## config.mk

```make
export PLATFORM = sky130hd
export DESIGN_NAME = f_fetch_stage
export DESIGN_NICKNAME = d
export VERILOG_FILES = /design/src/rtl/f_fetch_stage.sv
export SDC_FILE = /design/constraint.sdc
export NUM_CORES = 1
export LEC_CHECK = 0
export CAP_MARGIN = 10
export CORE_MARGIN = 5
export CORE_UTILIZATION = 41
export DETAILED_ROUTE_END_ITERATION = 8
export MAX_ROUTING_LAYER = met4
export PLACE_DENSITY_LB_ADDON = 0.3
export SETUP_SLACK_MARGIN = 0.05
export SYNTH_ARGS = -nofsm -noshare
export SYNTH_HDL_FRONTEND = slang
export SYNTH_SLANG_ARGS = --single-unit
```

## constraint.sdc

```tcl
create_clock -name i_clk -period 2 [get_ports i_clk]
set_input_delay 0.5 -clock i_clk [delete_from_list [all_inputs] [get_ports i_clk]]
set_output_delay 0.5 -clock i_clk [all_outputs]
set_load 0.02 [all_outputs]
```

## src/rtl/f_fetch_stage.sv

```systemverilog
// F-stage PC register and F/D pipeline register for the 5-stage MIPS pipeline.
// Flags fetch address errors and delay-slot instructions, and handles stall, flush and eret squash.
module f_fetch_stage #(
    parameter logic [31:0] RESET_PC = 32'h0000_3000,
    parameter logic [31:0] INT_PC   = 32'h0000_4180,
    parameter logic [31:0] PC_LO    = 32'h0000_3000,
    parameter logic [31:0] PC_HI    = 32'h0000_6ffc,
    parameter logic [4:0]  EXC_ADEL = 5'd4
) (
    input  logic        i_clk,
    input  logic        i_reset,
    input  logic [31:0] i_npc,
    input  logic        i_stall,
    input  logic        i_Req,
    input  logic        i_eret,
    input  logic        i_D_isJump,
    input  logic [31:0] i_imData,
    output logic [31:0] o_imAddr,
    output logic [31:0] o_F_pc,
    output logic [4:0]  o_F_excCode,
    output logic        o_F_bd,
    output logic [31:0] o_D_pc,
    output logic [31:0] o_D_instr,
    output logic [4:0]  o_D_excCode,
    output logic        o_D_bd
);
    localparam int unsigned XLEN  = 32;
    localparam int unsigned EXC_W = 5;

    logic [XLEN-1:0] f_pc;
    logic            adel;
    logic [XLEN-1:0] f_instr;

    // Fetch address error: misaligned or outside the instruction window.
    always_comb begin
        adel    = (f_pc[1:0] != 2'b00) || (f_pc < PC_LO) || (f_pc > PC_HI);
        f_instr = adel ? XLEN'(0) : i_imData;
    end

    assign o_imAddr    = f_pc;
    assign o_F_pc      = f_pc;
    assign o_F_excCode = adel ? EXC_ADEL : EXC_W'(0);
    assign o_F_bd      = i_D_isJump;

    // PC register: a flush redirects to the handler even while stalled.
    always_ff @(posedge i_clk) begin
        if (i_reset) begin
            f_pc <= RESET_PC;
        end else if (i_Req) begin
            f_pc <= INT_PC;
        end else if (!i_stall) begin
            f_pc <= i_npc;
        end
    end

    // F/D register: flush bubble carries INT_PC, eret bubble carries 0.
    always_ff @(posedge i_clk) begin
        if (i_reset) begin
            o_D_pc      <= XLEN'(0);
            o_D_instr   <= XLEN'(0);
            o_D_excCode <= EXC_W'(0);
            o_D_bd      <= 1'b0;
        end else if (i_Req) begin
            o_D_pc      <= INT_PC;
            o_D_instr   <= XLEN'(0);
            o_D_excCode <= EXC_W'(0);
            o_D_bd      <= 1'b0;
        end else if (i_stall) begin
            o_D_pc      <= o_D_pc;
            o_D_instr   <= o_D_instr;
            o_D_excCode <= o_D_excCode;
            o_D_bd      <= o_D_bd;
        end else if (i_eret) begin
            o_D_pc      <= XLEN'(0);
            o_D_instr   <= XLEN'(0);
            o_D_excCode <= EXC_W'(0);
            o_D_bd      <= 1'b0;
        end else begin
            o_D_pc      <= f_pc;
            o_D_instr   <= f_instr;
            o_D_excCode <= o_F_excCode;
            o_D_bd      <= i_D_isJump;
        end
    end
endmodule

```

==> results by group <==
Worst setup path
  – Worst Path Required: 1500 ps
  – Startpoint Class: flop
  – CP arrival: 1730 ps
  – Slowest cell on the critical path: or3_4
  – Crit path max fanout: 2
  – Reg2Reg Setup Slack: 90 ps
  – Cell chain of the critical path: nor4_4 > nand4_1 > or3_4 > buf_6
  – Crit Path Category: reg2out
  – Critical Path Max Stage Delay: 410 ps
  – CP endpoint kind: primary output

Routing
  – Via count: 3878
  – Vias/cell: 4.92
  – DRT iter0 DRCs: 167
  – ANT nets after route: 0
  – DR DRC count: 0
  – First-pass DRT Iterations: 4
  – Post-Route WL: 12800 um
  – Routed len/inst: 16.3 um

Global routing
  – Largest net degree at the start of global routing: 65
  – Total Routing Usage GR: 0.201
  – Number of global-route vias before repair: 3975
  – First-pass GRT wire length: 20200 um
  – Total global routing overflow: 0
  – Initial antenna violation count: 0

Clock network
  – Clock slew at reported path FFs: 110 ps
  – Clock Latency Late Sink: 370 ps
  – Num CTS Buffers: 9
  – CTS Hold Buffers Added: 0
  – Clock net sink count: 98
  – CTS tree: yes
  – Clock Tree Root: clkbuf_8
  – CTS H-Tree Depth: 3
  – CTS max path bufs: 2

Yosys
  – Synth Area per Inst: 9.22 um^2
  – Top-area cell type share of the netlist area: 0.458
  – Warnings from Yosys: 0
  – Synthesized area: 4290 um^2
  – Yosys top cell by area: dfxtp_1
  – Synth area leaders: dfxtp_1 (46%), buf_4 (7.4%), mux2i_1 (6.8%)
  – Seq/Total Area, Yosys: 0.458
  – Seq cells post-synth: 98
  – Top-count cell post-synth: dfxtp_1
  – EDFF count, synth: 0
  – Dominant synthesized flop cell: dfxtp_1
  – Ys async rst share: 0
  – Synth cell types: 33
  – Post-Synthesis Cells: 465
  – Synth cell count leaders: dfxtp_1 (98), nor2_1 (62), buf_4 (42)

Power and ir drop
  – Power, Total: 4.20 mW
  – Sw Share: 0.282
  – Clock power share: 0.334
  – PwrDens: 621 nW/um^2
  – Pint: 3.01 mW
  – Comb pwr share: 0.185
  – Static Leak: 2.81 nW
  – Switching power: 1.18 mW
  – Sequential Power Share: 0.481
  – Max rail drop VDD: 0.449 mV

Placement
  – Placer Congestion: 0.799
  – Inst Count DP: 763
  – HPWL after DPL: 8900 um
  – PortBufs: 201
  – Dpl cell area: 6330 um^2

Timing
  – Fmax: 0.448 GHz
  – Final setup violating endpoints: 1
  – Final Slew Violations: 0
  – Final min period: 2230 ps
  – Layout Skew: 16.5 ps
  – Fin Setup TNS: -233 ps
  – Final Hold Fails: 0
  – Worst setup margin: -233 ps
  – RSZ-0062 raised after global routing: yes
  – Final period util: 1.12

Floorplanning
  – Core ar.: 10300 um^2
  – Top-level port count: 210
  – Die Area: 12600 um^2
  – Overall die height: 112 um
  – Chip Width: 112 um
  – Initial Util: 0.417
  – FP Rows: 37

Run
  – Number of max-cap violations: 0

Final layout
  – Proportion of layout cells with a drive suffix above 1: 0.184
  – Layout overhead on the synthesized area: 57.5%
  – # diodes: 0
  – Final Non-Filler Cells: 789
  – Post-route cell area: 6750 um^2
  – # nets final: 718

Run status
  – Failing checks: setup timing
  – Status: finished, violations left

Hold path
  – Hold Path Class: reg2reg
## area by class of cell
cell class / count / area (um^2)
clock buffer: 9 / 124
clock inverter: 7 / 92.6
fill: 880 / 3520
inverter: 1 / 3.75
multi-input combinational: 290 / 1930
sequential: 98 / 1970
tap: 136 / 170
timing repair buffer: 248 / 2460
## kinds of logic after synthesis
kind of cell / count (synthesis) / synth area share
AOI/OAI and AO/OA: 75 / 0.118
xor gates and xnor gates: 1 / 0.00204
buffers and inverters: 84 / 0.117
DFF: 98 / 0.458
muxes: 29 / 0.0677
other: 1 / 0.000875
and+or+nand+nor: 177 / 0.237
## cells in the final DEF (no fill, tap or decap), types with 2 or more instances in the layout
master | Yosys | routed
o21bai_1 | 2 | 2
inv_8 | 0 | 4
clkbuf_8 | 0 | 9
buf_6 | 3 | 9
nor2_1 | 62 | 61
dlymetal6s2s_1 | 0 | 8
clkdlybuf4s50_1 | 0 | 148
a21oi_1 | 36 | 36
mux2i_1 | 29 | 29
dlygate4sd2_1 | 0 | 43
o21ai_2 | 30 | 32
nor2b_1 | 3 | 3
a211oi_1 | 3 | 3
nor4_2 | 3 | 4
dfxtp_2 | 0 | 8
or3b_2 | 3 | 3
nand3_1 | 32 | 32
buf_12 | 0 | 4
nand3b_1 | 32 | 32
nor3b_1 | 29 | 29
nor4_4 | 0 | 3
dfxtp_1 | 98 | 90
clkbuf_16 | 0 | 2
nand2_1 | 2 | 2
buf_4 | 42 | 33
conb_1 | 1 | 8
## power groups by stage
stage / Sequential, mW / Clock [mW] / Combinational, mW
global route: 2.02 / 1.52 / 0.834
detailed placement: 2.06 / 0 / 0.727
floorplan: 2.11 / 0 / 0.341
finish: 2.02 / 1.40 / 0.776
global placement: 2.06 / 0 / 0.721
CTS: 2.02 / 1.43 / 0.766
## metal layers
layer	wire, um	track usage
met1	5650	0.253
met2	6040	0.317
met3	991	0.0663
met4	138	0.0393
met5	0	-
## repair_timing
| item | CTS | global route |
|---|---|---|
| endpoints found under the setup margin | 44 | 44 |
| hold endpoints to repair | 0 | 0 |
| setup buffers | 9 | 4 |
| pin swaps | 5 | 41 |
| cloned | 0 | 3 |
| gates resized for setup | 62 | 30 |
## per-stage QoR
step / setup slack, ps / hold WS [ps] / utilization
global placement: -374 / 454 / 0.616
global route: -315 / 508 / 0.657
floorplan: 66.8 / 541 / -
CTS: -249 / 472 / 0.643
finish: -233 / 470 / 0.657
detailed placement: -490 / 453 / 0.616
## worst max-delay path, delay by kind of cell, from the launching register on
family | cells | cell delay, ps
flip-flops | 1 | 350
buffers and inverters | 1 | 140
AND/OR/NAND/NOR | 3 | 880
## worst paths after layout
kind | from | endpoint | depth (start not counted)
setup / recovery | o_F_pc[24] | o_F_excCode[2] | 4
hold / removal | o_D_excCode[2] | o_D_excCode[2] | 2
setup reg to reg | o_F_pc[25] | o_D_instr[13] | 6
hold reg to reg | o_D_excCode[2] | o_D_excCode[2] | 2
## registers in the layout, summed over array words and instances (netlist names)
register	count
o_D_excCode	1
o_D_bd	1
o_D_instr	32
o_D_pc	32
o_F_pc	32
No activity file was read; power rests on OpenSTA's default activity.
